==> src/rtl/operand_stream_accumulator_pkg.sv <==
// Shared constants and state encoding for the operand stream accumulator
// and the carry-select adder it drives.
package operand_stream_accumulator_pkg;

    localparam int WIDTH = 16;
    localparam int CNT_W = 4;

    typedef enum logic {
        ST_ACCUM = 1'b0,
        ST_DONE  = 1'b1
    } state_e;

endpackage

==> src/rtl/carry_select_adder.sv <==
// 16-bit carry-select adder: 4-bit blocks each precompute both carry-in
// outcomes, and the rippling block carry selects between them.
module carry_select_adder
    import operand_stream_accumulator_pkg::*;
(
    input  logic [WIDTH-1:0] a,
    input  logic [WIDTH-1:0] b,
    input  logic             cin,
    output logic [WIDTH-1:0] sum,
    output logic             cout
);

    localparam int BLK  = 4;
    localparam int NBLK = WIDTH / BLK;

    logic [NBLK:0] carry_s;

    assign carry_s[0] = cin;

    for (genvar g = 0; g < NBLK; g++) begin : g_blk
        logic [BLK:0] sum0_s;
        logic [BLK:0] sum1_s;

        assign sum0_s = {1'b0, a[g*BLK +: BLK]} + {1'b0, b[g*BLK +: BLK]};
        assign sum1_s = {1'b0, a[g*BLK +: BLK]} + {1'b0, b[g*BLK +: BLK]}
                      + {{BLK{1'b0}}, 1'b1};

        assign sum[g*BLK +: BLK] = carry_s[g] ? sum1_s[BLK-1:0] : sum0_s[BLK-1:0];
        assign carry_s[g+1]      = carry_s[g] ? sum1_s[BLK]     : sum0_s[BLK];
    end

    assign cout = carry_s[NBLK];

endmodule

==> src/rtl/operand_stream_accumulator.sv <==
// Accumulates a packet of NUM_OPS unsigned operands through one carry-select
// adder and presents the wrapped sum plus sticky overflow on a valid/ready port.
module operand_stream_accumulator
    import operand_stream_accumulator_pkg::*;
#(
    parameter int NUM_OPS = 4
) (
    input  logic             clk,
    input  logic             rst,
    input  logic             in_valid,
    output logic             in_ready,
    input  logic [WIDTH-1:0] in_data,
    output logic             out_valid,
    input  logic             out_ready,
    output logic [WIDTH-1:0] out_sum,
    output logic             out_overflow,
    output logic [CNT_W-1:0] out_count
);

    localparam logic [CNT_W-1:0] LAST_CNT = CNT_W'(NUM_OPS - 1);
    localparam logic [CNT_W-1:0] CNT_ONE  = {{(CNT_W-1){1'b0}}, 1'b1};

    state_e             state_r;
    state_e             state_nx_s;
    logic [WIDTH-1:0]   acc_r;
    logic [WIDTH-1:0]   acc_nx_s;
    logic               ovf_r;
    logic               ovf_nx_s;
    logic [CNT_W-1:0]   cnt_r;
    logic [CNT_W-1:0]   cnt_nx_s;
    logic [WIDTH-1:0]   add_sum_s;
    logic               add_cout_s;

    carry_select_adder u_adder (
        .a    (acc_r),
        .b    (in_data),
        .cin  (1'b0),
        .sum  (add_sum_s),
        .cout (add_cout_s)
    );

    // Next-state and datapath update; in_ready is implied by ST_ACCUM here
    // because rst overrides everything in the register process anyway.
    always_comb begin
        state_nx_s = state_r;
        acc_nx_s   = acc_r;
        ovf_nx_s   = ovf_r;
        cnt_nx_s   = cnt_r;
        case (state_r)
            ST_ACCUM: begin
                if (in_valid) begin
                    acc_nx_s = add_sum_s;
                    ovf_nx_s = ovf_r | add_cout_s;
                    cnt_nx_s = cnt_r + CNT_ONE;
                    if (cnt_r == LAST_CNT) begin
                        state_nx_s = ST_DONE;
                    end else begin
                        state_nx_s = ST_ACCUM;
                    end
                end else begin
                    state_nx_s = ST_ACCUM;
                end
            end
            ST_DONE: begin
                if (out_ready) begin
                    acc_nx_s   = {WIDTH{1'b0}};
                    ovf_nx_s   = 1'b0;
                    cnt_nx_s   = {CNT_W{1'b0}};
                    state_nx_s = ST_ACCUM;
                end else begin
                    state_nx_s = ST_DONE;
                end
            end
            default: begin
                state_nx_s = ST_ACCUM;
            end
        endcase
    end

    // State and datapath registers with synchronous reset.
    always_ff @(posedge clk) begin
        if (rst) begin
            state_r <= ST_ACCUM;
            acc_r   <= {WIDTH{1'b0}};
            ovf_r   <= 1'b0;
            cnt_r   <= {CNT_W{1'b0}};
        end else begin
            state_r <= state_nx_s;
            acc_r   <= acc_nx_s;
            ovf_r   <= ovf_nx_s;
            cnt_r   <= cnt_nx_s;
        end
    end

    assign in_ready     = (state_r == ST_ACCUM) && !rst;
    assign out_valid    = (state_r == ST_DONE);
    assign out_sum      = acc_r;
    assign out_overflow = ovf_r;
    assign out_count    = cnt_r;

endmodule
==> config.mk <==
export PLATFORM = sky130hd
export DESIGN_NAME = operand_stream_accumulator
export DESIGN_NICKNAME = d
export VERILOG_FILES = /design/src/rtl/operand_stream_accumulator_pkg.sv /design/src/rtl/carry_select_adder.sv /design/src/rtl/operand_stream_accumulator.sv
export SDC_FILE = /design/constraint.sdc
export NUM_CORES = 1
export LEC_CHECK = 0
export CAP_MARGIN = 25
export CELL_PAD_IN_SITES_DETAIL_PLACEMENT = 0
export CELL_PAD_IN_SITES_GLOBAL_PLACEMENT = 1
export CORE_MARGIN = 2
export CORE_UTILIZATION = 36
export CTS_CLUSTER_SIZE = 16
export DETAILED_ROUTE_END_ITERATION = 12
export PLACE_DENSITY_LB_ADDON = 0.1
export SLEW_MARGIN = 40
export SYNTH_ARGS = -nofsm -noshare
export SYNTH_HDL_FRONTEND = slang
export SYNTH_SLANG_ARGS = --single-unit
==> constraint.sdc <==
create_clock -name clk -period 3.6 [get_ports clk]
set_input_delay 0.72 -clock clk [delete_from_list [all_inputs] [get_ports clk]]
set_output_delay 0.72 -clock clk [all_outputs]
set_load 0.02 [all_outputs]
---- Yosys cells after proc, flatten, opt, wreduce, memory -nomap -nowiden ----
Cells that the tools add are included.
Widths: inputs -> output; s select.
word-level totals
  bits in registers ....................... 22
operators by class
  add/sub/neg operators ................... 8
  mux-type cells .......................... 19
  bitwise operators ....................... 2
  equal/unequal tests ..................... 3
  reductions and logical operators ........ 3
operator list
  kind                 count
  $mux 16              2
  $pmux 16 s2          1
  $add 4x4->5          4
  $mux 4               5
  $add 5x1->5 const B  3
  $mux 1               8
  $pmux 4 s2           1
  $add 4x1->4 const B  1
  $eq 4x2->1 const B   1
  $ne 2x2->1 const B   2
  $pmux 1 s2           2
  $reduce_and 2->1     1
  $logic_and 1x1->1    1
  $logic_not 1->1      1
  $not 1->1            1
  $or 1x1->1           1

---- Depth between registers and ports, before layout ----
Gate-level depths: netlist (run 1).
  depth in word-level cells ............... 8
  depth in mapped cells ................... 10

---- Modules after synthesis ----
Synthesis (run 1) repeated with hierarchy kept, for this count alone.
second synthesis, totals
  cells, all modules ...................... 190
  area total of the unflattened synthesis .. 1,881.8 µm²
by module, submodules not included
  module                      cells an instance  sequential area each (µm²)  instances  area each (µm²)
  carry_select_adder          121                0.0                         1          1,062.3
  operand_stream_accumulator  69                 440.4                       1          819.5

---- Worst setup path after synthesis (run 1) ----
Ideal clock, no wire load.
  kind .................................... input port to flip-flop
  start point ............................. in in_data[4]
  end point ............................... reg acc_r[15] (netlist: out_sum[15])
  cell stages on the path ................. 9
  library setup time ...................... 0.120 ns
  path buffers ............................ 0
  arrival time ............................ 2.998 ns
  setup slack ............................. 0.482 ns
  path through ............................ ha_1 > fa_1 > ha_1 > nand2_2 > a2111oi_4 > mux2i_1 > xor2_2 > a21oi_1 > a211o_1
on the way
  word-level cells in the longest chain between the ends .. 7
RTL lines
  what                    RTL line                                            RTL
  start: declaration      operand_stream_accumulator.sv:12                    input logic [WIDTH-1:0] in_data,
  $add 4x4->5 *           carry_select_adder.sv:24, carry_select_adder.sv:25
  $add 5x1->5             carry_select_adder.sv:26                            + {{BLK{1'b0}}, 1'b1};
  $mux 1 * (2 in a row)   carry_select_adder.sv:29                            assign carry_s[g+1] = carry_s[g] ? sum1_s[BLK] : sum0_s[BLK];
  $mux 4 *                carry_select_adder.sv:28                            assign sum[g*BLK +: BLK] = carry_s[g] ? sum1_s[BLK-1:0] : sum0_s[BLK-1:0];
  $mux 16 *               operand_stream_accumulator.sv:51                    if (in_valid) begin
  $pmux 16 s2 *           operand_stream_accumulator.sv:49                    case (state_r)
  end signal: assignment  operand_stream_accumulator.sv:84                    acc_r <= {WIDTH{1'b0}};
  end signal: assignment  operand_stream_accumulator.sv:89                    acc_r <= acc_nx_s;
  end: declaration        operand_stream_accumulator.sv:25                    logic [WIDTH-1:0] acc_r;
Every way passes the cells marked *; elsewhere a longest branch is shown, timed or not. The select of a mux whose other input is x is not followed.
A chain may end at the register's enable or synchronous reset.

---- Worst setup path after layout (run 1) ----
Same ends and word-level chain as after synthesis.

==> results of run 1 <==
## registers in the layout, indices dropped and copies added (netlist names)
name          flops
out_count         4
out_overflow      1
out_sum          16
out_valid         1
## critical path: stages
cell,delay (ps)
clkdlybuf4s50_1,420
ha_1,230
fa_1,520
ha_1,190
nand2_2,70
a2111oi_4,390
mux2i_1,330
xor2_2,360
a21oi_1,110
a211o_1,270
## cells in the final DEF, fill, tap and decap left out, types with 8 or more instances in the layout
| cell | netlist | final |
|---|---|---|
| a21oi_1 | 14 | 14 |
| a22oi_1 | 9 | 9 |
| buf_4 | 0 | 8 |
| clkdlybuf4s50_1 | 0 | 42 |
| dfxtp_1 | 22 | 22 |
| ha_1 | 20 | 20 |
| inv_1 | 11 | 11 |
| nand2_1 | 12 | 12 |
| nor2_1 | 28 | 28 |
| xnor2_1 | 9 | 9 |
## per-stage QoR
| step | setup TNS [ps] | power [mW] |
|---|---|---|
| after floorplan | 0 | 0.6118 |
| after global placement | -41.84 | 0.7694 |
| after detailed placement | -233.9 | 0.7794 |
| after CTS | 0 | 1.021 |
| after global routing | 0 | 1.081 |
| final | 0 | 1.010 |
## routing by layer
layer  vias to the layer above  track usage  wire [µm]
met5                         -            0          0
met4                         0      0.04612         44
met3                         4      0.02707        166
met2                        41       0.2891       1979
met1                       710       0.1891       1690
li1                        742            -          -
## power groups by stage
stage	combinational [mW]	sequential, mW	clock, mW
after global placement	0.458	0.312	0
after floorplan	0.263	0.349	0
after CTS	0.469	0.308	0.245
after detailed placement	0.466	0.313	0
final	0.465	0.307	0.237
after global routing	0.518	0.313	0.251
## cell families (layout without fill, tap and decap cells)
logic type / Yosys count / after routing
simple gates: 66 / 66
compound gates: 38 / 38
fa+ha+maj: 24 / 24
flops: 22 / 22
xor+xnor: 17 / 17
buf+inv: 15 / 65
mux: 3 / 3
## layout make-up
type                       count  area (µm²)
tap                           52       65.06
clock inverter                 1       30.03
fill                         392        2151
clock buffer                   3       41.29
timing repair buffer          50       480.5
sequential                    22       440.4
multi-input combinational    148        1105
inverter                      11       41.29
## final timing paths
path / start / endpoint / slack (ps) / depth (start not counted)
worst max-delay path: in_data[4] / out_sum[15] / 160 / 10
worst min-delay path: out_sum[10] / out_sum[10] / 490 / 2
worst min register to register: out_sum[10] / out_sum[10] / 490 / 2
worst max register to register: out_sum[4] / out_sum[15] / 720 / 9
==> flow_summary.json, run 1 <==
{
  "placed_area_um2": 2132,
  "tightest_slew_ps": 596.5,
  "postCtsResizedCells": 0,
  "row_count": 24,
  "dr.pass1.iters": 4,
  "synth_nets": 229,
  "p_leak_nw": 0.9328,
  "grt_usage": 0.1585,
  "cts_hold_buf": 0,
  "fmax_mhz": 290.3,
  "synth_top_cell_by_area": "dfxtp_1",
  "clock_path_buffers": 2,
  "path_class": "in2reg",
  "synth-main-ff-cell": "dfxtp_1",
  "p_seq_frac": 0.304,
  "ir_worst_vdd_uv": 163.1,
  "power-per-cell-area_nw_per_um2": 458.4,
  "cp_max_fo": 9,
  "ys_warn_count": 0,
  "post_cts_buffers": 0,
  "ctsRootBufferMaster": "clkbuf_8",
  "switching_share": 0.3517,
  "final_cell_area_um2": 2203,
  "drive_above_1_share": 0.08936,
  "status": "finished clean",
  "setup_viol": 0,
  "drc": 0,
  "whs_ps": 490.9,
  "hpwl_um": 3088,
  "core-area_um2": 4354,
  "async_reset_ff_frac": 0,
  "post_drt_via_cell_ratio": 5.216,
  "cts.reportedPaths.clkPinSlew_ps": 90,
  "cp.required_ps": 3760,
  "dieArea_um2": 5064,
  "synth_top_family_by_area": "adder cells",
  "gr-total-overflow": 0,
  "diodes": 0,
  "finClkSkew_ps": 2.914,
  "finalNetCount": 280,
  "via_count": 1497,
  "synth-simple-area-share": 0.1926,
  "p_clk_frac": 0.235,
  "startpoint_type": "primary input",
  "cts_tree": "yes",
  "cap_violations": 0,
  "cts_num_sinks": 22,
  "synthAdderAreaFrac": 0.2034,
  "report.final.slew_viol_count": 0,
  "yosysSeqAreaShare": 0.2712,
  "drtIter0Drc": 53,
  "ys_types": 40,
  "fin_ws_ps": 155.7,
  "min_period_ps": 3444,
  "place_congestion": 0.8862,
  "cts_buffers": 3,
  "synth.most_common_cell": "nor2_1",
  "ant_nets": 0,
  "num_io_pins": 43,
  "final_util": 0.5060,
  "endpoint_kind": "register",
  "hold_path.class": "reg2reg",
  "io_buffers": 42,
  "grt_start_max_net_pins": 18,
  "finalCritPeriodShare": 0.9568,
  "ys_ff_latch": 22,
  "avgSynthCellArea_um2": 8.779,
  "grt_pass1_wl_um": 6527,
  "yosys-top-cells-area": "dfxtp_1, ha_1, nor2_1",
  "synth_compound_area_frac": 0.1641,
  "synthCells": 185,
  "clk_latency_ps": 260,
  "die_width_um": 71.17,
  "dp_slack_ps": -103.8,
  "rsz0062_at_grt": "false",
  "muxShareOfSynthArea": 0.01926,
  "synth.cell_area_um2": 1624,
  "final_hold_viol_count": 0,
  "synth_xor_area_frac": 0.1009,
  "synth-edff-count": 0,
  "final_cells": 287,
  "slew_headroom": 0.6024,
  "antenna_found_initial": 0,
  "die_height_um": 71.17,
  "ys_top_cells_by_count": "nor2_1, dfxtp_1, ha_1",
  "pwr-share-comb": 0.461,
  "intPower_mw": 0.6548,
  "dp.cells": 283,
  "wl_per_cell_um": 13.52,
  "grt_pass1_vias": 1515,
  "start_util": 0.3730,
  "cts.htree.levels": 1,
  "crit_arrival_ps": 3610,
  "p_sw_mw": 0.3552,
  "yosysTopAreaCellShare": 0.2712,
  "wl_um": 3880,
  "area_delta_synth_final_pct": 35.67
}
Power figures use the tool's default switching activity.
==> run 2: changes to the inputs <==
--- a/config.mk
+++ b/config.mk
@@ -10,6 +10,7 @@
 export CELL_PAD_IN_SITES_GLOBAL_PLACEMENT = 1
 export CORE_MARGIN = 2
 export CORE_UTILIZATION = 36
+export CTS_CLUSTER_DIAMETER = 120
 export CTS_CLUSTER_SIZE = 16
 export DETAILED_ROUTE_END_ITERATION = 12
 export PLACE_DENSITY_LB_ADDON = 0.1
==> results of run 2 <==
The final DEF is identical to that of run 1; final timing and power are the same.
